`src/rtl/multicycle_controller_pkg.sv`:
```
// Shared definitions for the multicycle controller: FSM states, opcodes,
// ALU operation codes and datapath mux select codes.
package multicycle_controller_pkg;

  typedef enum logic [3:0] {
    ST_FETCH   = 4'd0,
    ST_DECODE  = 4'd1,
    ST_MEM_ADR = 4'd2,
    ST_MEM_RD  = 4'd3,
    ST_MEM_WB  = 4'd4,
    ST_MEM_WR  = 4'd5,
    ST_EXEC_R  = 4'd6,
    ST_EXEC_I  = 4'd7,
    ST_ALU_WB  = 4'd8,
    ST_BRANCH  = 4'd9,
    ST_JAL     = 4'd10,
    ST_TRAP    = 4'd11
  } state_e;

  // Instruction classes handed to the ALU decoder
  typedef enum logic [1:0] {
    CLS_ADD = 2'd0,
    CLS_SUB = 2'd1,
    CLS_R   = 2'd2,
    CLS_I   = 2'd3
  } alu_class_e;

  localparam logic [6:0] OP_LOAD   = 7'b0000011;
  localparam logic [6:0] OP_STORE  = 7'b0100011;
  localparam logic [6:0] OP_R      = 7'b0110011;
  localparam logic [6:0] OP_I      = 7'b0010011;
  localparam logic [6:0] OP_BRANCH = 7'b1100011;
  localparam logic [6:0] OP_JAL    = 7'b1101111;

  localparam logic [3:0] ALU_ADD  = 4'd0;
  localparam logic [3:0] ALU_SUB  = 4'd1;
  localparam logic [3:0] ALU_SLL  = 4'd2;
  localparam logic [3:0] ALU_SLT  = 4'd3;
  localparam logic [3:0] ALU_SLTU = 4'd4;
  localparam logic [3:0] ALU_XOR  = 4'd5;
  localparam logic [3:0] ALU_SRL  = 4'd6;
  localparam logic [3:0] ALU_SRA  = 4'd7;
  localparam logic [3:0] ALU_OR   = 4'd8;
  localparam logic [3:0] ALU_AND  = 4'd9;

  localparam logic [1:0] SRCA_PC    = 2'd0;
  localparam logic [1:0] SRCA_OLDPC = 2'd1;
  localparam logic [1:0] SRCA_RS1   = 2'd2;

  localparam logic [1:0] SRCB_RS2 = 2'd0;
  localparam logic [1:0] SRCB_IMM = 2'd1;
  localparam logic [1:0] SRCB_INC = 2'd2;

  localparam logic [1:0] RES_ALUOUT  = 2'd0;
  localparam logic [1:0] RES_MEMDATA = 2'd1;
  localparam logic [1:0] RES_ALU     = 2'd2;

endpackage

```
`src/rtl/multicycle_controller_alu_decoder.sv`:
```
// ALU control decode: maps instruction class, funct3 and funct7_5 to alu_ctrl.
module alu_decoder
  import multicycle_controller_pkg::*;
(
  input  logic [1:0] alu_class,
  input  logic [2:0] funct3,
  input  logic       funct7_5,
  output logic [3:0] alu_ctrl
);

  // funct7_5 selects SUB only for register ops; shifts honour it for both classes
  always_comb begin
    alu_ctrl = ALU_ADD;
    case (alu_class)
      CLS_SUB: alu_ctrl = ALU_SUB;
      CLS_R, CLS_I: begin
        case (funct3)
          3'b000:  alu_ctrl = (alu_class == CLS_R && funct7_5) ? ALU_SUB : ALU_ADD;
          3'b001:  alu_ctrl = ALU_SLL;
          3'b010:  alu_ctrl = ALU_SLT;
          3'b011:  alu_ctrl = ALU_SLTU;
          3'b100:  alu_ctrl = ALU_XOR;
          3'b101:  alu_ctrl = funct7_5 ? ALU_SRA : ALU_SRL;
          3'b110:  alu_ctrl = ALU_OR;
          default: alu_ctrl = ALU_AND;
        endcase
      end
      default: alu_ctrl = ALU_ADD;
    endcase
  end

endmodule

```
`src/rtl/multicycle_controller.sv`:
```
// Multicycle RISC-style main control FSM with configurable memory latency.
module multicycle_controller
  import multicycle_controller_pkg::*;
#(
  parameter int MEM_LATENCY  = 1,
  parameter int PC_INCREMENT = 4,
  parameter int DATA_WIDTH   = 32
) (
  input  logic                  clk,
  input  logic                  reset,
  input  logic [6:0]            opcode,
  input  logic [2:0]            funct3,
  input  logic                  funct7_5,
  input  logic                  zero,
  output logic                  pc_write,
  output logic                  iord,
  output logic                  mem_write,
  output logic                  ir_write,
  output logic                  reg_write,
  output logic [1:0]            alu_src_a,
  output logic [1:0]            alu_src_b,
  output logic [3:0]            alu_ctrl,
  output logic [1:0]            result_src,
  output logic [DATA_WIDTH-1:0] pc_inc,
  output logic                  illegal,
  output logic [3:0]            state
);

  localparam logic [3:0] CNT_LAST = 4'(MEM_LATENCY - 1);

  state_e     state_q, state_d;
  logic [3:0] cnt_q, cnt_d;
  logic       illegal_q, illegal_d;
  logic [1:0] alu_class;
  logic       cnt_last;

  assign cnt_last = (cnt_q == CNT_LAST);
  assign pc_inc   = DATA_WIDTH'(PC_INCREMENT);
  assign state    = state_q;
  assign illegal  = illegal_q;

  alu_decoder u_alu_decoder (
    .alu_class (alu_class),
    .funct3    (funct3),
    .funct7_5  (funct7_5),
    .alu_ctrl  (alu_ctrl)
  );

  // State, wait counter and sticky illegal flag registers
  always_ff @(posedge clk) begin
    if (reset) begin
      state_q   <= ST_FETCH;
      cnt_q     <= '0;
      illegal_q <= 1'b0;
    end else begin
      state_q   <= state_d;
      cnt_q     <= cnt_d;
      illegal_q <= illegal_d;
    end
  end

  // Next-state, wait counter and control output decode
  always_comb begin
    state_d    = state_q;
    cnt_d      = '0;
    pc_write   = 1'b0;
    iord       = 1'b0;
    mem_write  = 1'b0;
    ir_write   = 1'b0;
    reg_write  = 1'b0;
    alu_src_a  = SRCA_PC;
    alu_src_b  = SRCB_RS2;
    alu_class  = CLS_ADD;
    result_src = RES_ALUOUT;

    case (state_q)
      ST_FETCH: begin
        alu_src_b  = SRCB_INC;
        result_src = RES_ALU;
        if (cnt_last) begin
          ir_write = 1'b1;
          pc_write = 1'b1;
          state_d  = ST_DECODE;
        end else begin
          cnt_d = cnt_q + 4'd1;
        end
      end
      ST_DECODE: begin
        alu_src_a = SRCA_OLDPC;
        alu_src_b = SRCB_IMM;
        case (opcode)
          OP_LOAD, OP_STORE: state_d = ST_MEM_ADR;
          OP_R:              state_d = ST_EXEC_R;
          OP_I:              state_d = ST_EXEC_I;
          OP_BRANCH:         state_d = ST_BRANCH;
          OP_JAL:            state_d = ST_JAL;
          default:           state_d = ST_TRAP;
        endcase
      end
      ST_MEM_ADR: begin
        alu_src_a = SRCA_RS1;
        alu_src_b = SRCB_IMM;
        if (opcode == OP_LOAD)       state_d = ST_MEM_RD;
        else if (opcode == OP_STORE) state_d = ST_MEM_WR;
        else                         state_d = ST_TRAP;
      end
      ST_MEM_RD: begin
        iord = 1'b1;
        if (cnt_last) state_d = ST_MEM_WB;
        else          cnt_d   = cnt_q + 4'd1;
      end
      ST_MEM_WB: begin
        result_src = RES_MEMDATA;
        reg_write  = 1'b1;
        state_d    = ST_FETCH;
      end
      ST_MEM_WR: begin
        iord      = 1'b1;
        mem_write = 1'b1;
        if (cnt_last) state_d = ST_FETCH;
        else          cnt_d   = cnt_q + 4'd1;
      end
      ST_EXEC_R: begin
        alu_src_a = SRCA_RS1;
        alu_class = CLS_R;
        state_d   = ST_ALU_WB;
      end
      ST_EXEC_I: begin
        alu_src_a = SRCA_RS1;
        alu_src_b = SRCB_IMM;
        alu_class = CLS_I;
        state_d   = ST_ALU_WB;
      end
      ST_ALU_WB: begin
        reg_write = 1'b1;
        state_d   = ST_FETCH;
      end
      ST_BRANCH: begin
        alu_src_a = SRCA_RS1;
        alu_class = CLS_SUB;
        case (funct3)
          3'b000: begin pc_write = zero;  state_d = ST_FETCH; end
          3'b001: begin pc_write = !zero; state_d = ST_FETCH; end
          default: state_d = ST_TRAP;
        endcase
      end
      ST_JAL: begin
        alu_src_a = SRCA_OLDPC;
        alu_src_b = SRCB_INC;
        pc_write  = 1'b1;
        reg_write = 1'b1;
        state_d   = ST_FETCH;
      end
      default: state_d = ST_TRAP;
    endcase

    illegal_d = illegal_q | (state_d == ST_TRAP);
  end

endmodule

```
`config.mk`:
```
export PLATFORM = sky130hd
export DESIGN_NAME = multicycle_controller
export DESIGN_NICKNAME = d
export VERILOG_FILES = /design/src/rtl/multicycle_controller_pkg.sv /design/src/rtl/multicycle_controller_alu_decoder.sv /design/src/rtl/multicycle_controller.sv
export SDC_FILE = /design/constraint.sdc
export NUM_CORES = 1
export LEC_CHECK = 0
export CAP_MARGIN = 10
export CORE_ASPECT_RATIO = 1.25
export CORE_MARGIN = 2
export CORE_UTILIZATION = 36
export CTS_BUF_LIST = sky130_fd_sc_hd__clkbuf_8
export CTS_CLUSTER_SIZE = 24
export DETAILED_ROUTE_END_ITERATION = 12
export HOLD_SLACK_MARGIN = 0.12
export PLACE_DENSITY = 0.79
export SLEW_MARGIN = 20
export SYNTH_ARGS = -nofsm -noshare
export SYNTH_HDL_FRONTEND = slang
export SYNTH_HIERARCHICAL = 1
export SYNTH_SLANG_ARGS = --single-unit
export TNS_END_PERCENT = 5
```
`constraint.sdc`:
```
create_clock -name clk -period 1.68 [get_ports clk]
set_input_delay 0.168 -clock clk [delete_from_list [all_inputs] [get_ports clk]]
set_output_delay 0.168 -clock clk [all_outputs]
set_load 0.05 [all_outputs]
```
=== Yosys cells after proc, flatten, opt, wreduce, memory -nomap -nowiden ===
Cells that the tools add are included.

* $add $sub $neg: 1
* Equality and inequality tests: 26
* Mux-type cells: 23
* Bitwise logic cells: 2
* Reduce and logical (&&, ||, !) cells: 17

{| class="wikitable"
|+ Operators with widths
! operator !! count
|-
| $pmux W4 S8 || 1
|-
| $pmux W4 S7 || 1
|-
| $mux W4 || 6
|-
| $pmux W4 S5 || 1
|-
| $eq A4 B3 Y1 const B || 4
|-
| $eq A4 B4 Y1 const B || 4
|-
| $eq A7 B6 Y1 const B || 2
|-
| $eq A7 B7 Y1 const B || 2
|-
| $reduce_or A2 Y1 || 7
|-
| $pmux W2 S2 || 3
|-
| $reduce_or A3 Y1 || 4
|-
| $eq A3 B3 Y1 const B || 3
|-
| $eq A4 B2 Y1 const B || 2
|-
| $logic_not A4 Y1 || 2
|-
| $pmux W4 S2 || 1
|-
| $eq A7 B2 Y1 const B || 1
|-
| $eq A7 B5 Y1 const B || 1
|-
| $mux W1 || 7
|-
| $eq A3 B2 Y1 const B || 2
|-
| $pmux W2 S3 || 1
|-
| $add A4 B1 Y4 const B || 1
|-
| $eq A2 B2 Y1 const B || 2
|-
| $eq A4 B1 Y1 const B || 1
|-
| $reduce_or A4 Y1 || 1
|-
| other kinds (9) || 9
|}

* Flip-flop bits (word level): 9
* Input port bits: 14
* Output and inout bits: 52
* Word-level logic and storage cells: 72

=== Depth between registers and ports, before layout ===
* Depth in word-level cells: 7
* Mapped depth: 8

=== Hierarchy ===
The synthesis kept the hierarchy.

{| class="wikitable"
|+ By module, submodules not included
! module !! instances !! cells an instance !! area an instance (sq um)
|-
| multicycle_controller || 1 || 141 || 1067.3
|-
| alu_decoder || 1 || 16 || 106.4
|}

=== Worst setup path before layout ===
OpenSTA, ideal clock, no wires.

* Path kind: register to output
* From: register state_q[0], in the netlist state[0]
* To: output port ir_write
* Data arrival time: 3.281 ns
* Data required time: 1.512 ns
* Slack: -1.769 ns
* Stages on the path, launching flop included: 5
* Buffers on the path: 2
* Cell sequence: dfxtp_1 buf_6 buf_2 nor4_1 nor2b_1

* Cells in the longest elaborated chain, start to end: 2

{| class="wikitable"
|+ Ends and longest elaborated chain
! what !! line !! RTL
|-
| start: declaration || multicycle_controller.sv:31 || <nowiki>state_e state_q, state_d;</nowiki>
|-
| start signal: assignment || multicycle_controller.sv:56 || <nowiki>state_q <= state_d;</nowiki>
|-
| $logic_not A4 Y1 || multicycle_controller.sv:76 || <nowiki>case (state_q)</nowiki>
|-
| $mux W1 || multicycle_controller.sv:76 ||
|-
| end: declaration || multicycle_controller.sv:18 || <nowiki>output logic ir_write,</nowiki>
|}

No other way between the ends.

=== Final worst setup path ===
* From: register cnt_q[0]
* To: output port pc_write

* Cells in the longest elaborated chain, start to end: 3

{| class="wikitable"
|+ Ends and longest elaborated chain
! what !! line !! RTL
|-
| start: declaration || multicycle_controller.sv:32 || <nowiki>logic [3:0] cnt_q, cnt_d;</nowiki>
|-
| start signal: assignment || multicycle_controller.sv:57 || <nowiki>cnt_q <= cnt_d;</nowiki>
|-
| $logic_not A4 Y1 || multicycle_controller.sv:37 || <nowiki>assign cnt_last = (cnt_q == CNT_LAST);</nowiki>
|-
| $mux W1 || multicycle_controller.sv:80 || <nowiki>if (cnt_last) begin</nowiki>
|-
| $pmux W1 S3 || multicycle_controller.sv:76 ||
|-
| end: declaration || multicycle_controller.sv:15 || <nowiki>output logic pc_write,</nowiki>
|}

No other way between the ends.

==> summary.txt <==
Crit-path max FO: 3
Peak Freq: 0.552 GHz
WS Path Type: reg2out
Die height: 67.8 um
RSZ-0062 raised after global routing: true
Skew-Pair Late Insertion Delay: 0.23 ns
Period utilization: 1.08
Row cnt: 23
Ys flop type: dfxtp_1
Final instance area: 1770 um^2
Non-Filler Instances: 237
Ratio of cells with drive above 1 in the final layout: 0.345
Total power: 3.54 mW
Yosys reg bits: 9
CP endpoint kind: output pin
Total CTS buffers: 3
Most frequent cells in the layout: conb_1, buf_4, buf_12
Ys async rst share: 0
Hold path cells: 1
Clock H-tree levels: 1
Vias in the first global route: 1016
Max-slew violations: 0
Area growth syn-to-layout: 50.9%
Worst EP arrival: 1.64 ns
Initial Utilization: 0.371
Biggest area consumer among synthesized cells: buf_4
Hold Crit Endpoint: illegal
GRT Util Overall: 0.157
Core area: 3170 um^2
PD cells: 2000 nW/um^2
Hold Path Class: reg2reg
# fillers: 300
Switching power: 1.83 mW
Post-route setup TNS: -0.254 ns
Compound-Gate Fraction of Synth Area: 0.190
Comb pwr share: 0.816
Share of the synthesized area in the top cell type: 0.211
Drt first pass iters: 4
Antenna violations before repair: 0
Sw frac: 0.517
Detail Route Antenna Nets: 0
Root buffer cell: clkbuf_8
Failing checks: setup timing
Synthesized area: 1170 um^2
R2R Setup Slk: -0.02 ns
CP required: 1.51 ns
Post-synthesis adder-cell area fraction: 0.0213
FF/Latch Area: 190 um^2
Simple-Gate Fraction of Synth Area: 0.295
Max stage delay on crit path: 0.40 ns
Worst path depth: 7
Proportion of synthesized area in mux cells: 0.0181
Sequential fraction of the synthesis area: 0.154
Reg2Reg Depth: 7
Final Util: 0.559
Clock Path Buffers: 2
DRC: 0
Iter 0 DRT Violations: 17
Gpl congestion: 0.787
First-pass GRT wire length: 4420 um
Outcome: complete, but fails checks
Post-synthesis xor/xnor area fraction: 0.0448
Startpoint types: flip-flop
Hold slack: 0.479 ns
Placed cell areas: 1690 um^2
Multi-input gate area: 861 um^2
Mapped Cells: 157
Hpwl dp: 2190 um
Via Count: 1118
Tmin final: 1.81 ns
Dpl ws: -0.0803 ns
Number of synthesized flops with an enable pin: 0
Reg-to-reg endpoint: illegal
Cell family with most CP delay: simple AND/OR/NAND/NOR gates
Diodes inserted: 0
Largest net degree at the start of global routing: 20
DR vias/cell: 4.72
Hold Vio Cnt, Final: 0
Largest family of logic cells by synthesized area: simple AND/OR/NAND/NOR gates
Nets: 217
CTS tree: built
Hold Path Origin: illegal
VDD IR max: 1.55 mV
CTS Hold Bufs: 0
Most common cell after layout, fill and taps aside: conb_1
Worst r2r src: cnt_q[0]
Worst clock skew: 0.00124 ns
Die W: 55.1 um
Reg power frac: 0.117
Buffers on Ports: 33
P_leak: 0.768 nW
Unique masters post-synth: 52
Cells after DPL: 232
Slowest library cell on the worst path: or3b_4
CP bufs+invs: 2
Global route total overflow: 0
Wire length per cell: 11.2 um
Io pins: 66
Int Pwr: 1.71 mW
Max capacitance violation total: 0
DIE AREA: 3740 um^2
Mean Syn Cell Area: 7.48 um^2
Main area contributors after synthesis: buf_4, dfxtp_1, nand2_1
Final-report setup violation count: 4
Drt total wl: 2650 um
Synth warn: 6
Clock transition at path regs: 0.04 ns
Clk pwr share: 0.067
Clock sinks: 9
Worst setup margin: -0.130 ns
Worst-path cell chain: inv_1 > ha_1 > or3b_4 > nor3_2 > o21bai_1 > a21oi_2 > buf_12
power by group through the flow:
stage	combinational, mW	sequential, mW	clock (mW)
4_1_cts	2.91	0.410	0.245
3_5_place_dp	2.88	0.404	0
5_1_grt	3.04	0.429	0.257
6_report	2.89	0.413	0.238
3_3_place_gp	2.86	0.404	0
2_1_floorplan	1.75	0.495	0
area by class of cell:
cell class,instances,area share
Multi-Input combinational cell,131,0.486
Timing Repair Buffer,48,0.338
Sequential cell,9,0.107
Tap cell,37,0.0261
Clock buffer,3,0.0233
Inverter,8,0.0170
Clock inverter,1,0.00212
worst max path at each step:
stage                    from       end  slack (ns)
global route         cnt_q[0]  pc_write       -0.23
detailed placement  opcode[2]   illegal       -0.08
CTS                  cnt_q[1]  pc_write       -0.16
floorplan            state[0]  ir_write       -0.31
global placement    opcode[3]   illegal       -0.05
finish               cnt_q[0]  pc_write       -0.13
cell usage after synthesis, drive strengths merged (2+ instances only):
cell and instances:
o21bai 2, a21oi 8, dfxtp 9, nor2 13, nor3 6, clkbuf 2, o21ai 3, and3b 2
nor2b 7, o221ai 2, nor4 2, nand2b 2, nand4 2, xor2 2, inv 8, and2 2
ha 2, and3 2, nand2 15, nor3b 2, xnor2 4, conb 2, buf 37, o21a 2
registers in the layout, summed over array words and instances (netlist names):
| signal | flops |
|---|---|
| cnt_q | 4 |
| state | 4 |
| illegal | 1 |
repair_timing:
action                                  4_1_cts  5_1_grt
setup buffers                                 1        0
endpoints found under the setup margin        3        9
resized for setup                             5        3
pin swaps                                     2        2
cell families (layout without fill, tap and decap cells):
family                   Yosys count  in the layout
buffers and inverters             47             60
other                              2             32
AND/OR/NAND/NOR                   60             60
multiplexers                       2              2
adder cells (fa/ha/maj)            2              2
AO/OA/AOI/OAI                     29             29
XOR/XNOR                           6              6
flip-flops                         9              9
layer usage:
layer | vias to the layer above | global-route usage | share of wire
met5 | - | 0 | 0
met4 | 0 | 0.0549 | 0.0053
met3 | 2 | 0.0153 | 0.056
met2 | 45 | 0.277 | 0.55
met1 | 511 | 0.195 | 0.39
li1 | 560 | - | -
No activity file was read; power rests on OpenSTA's default activity.
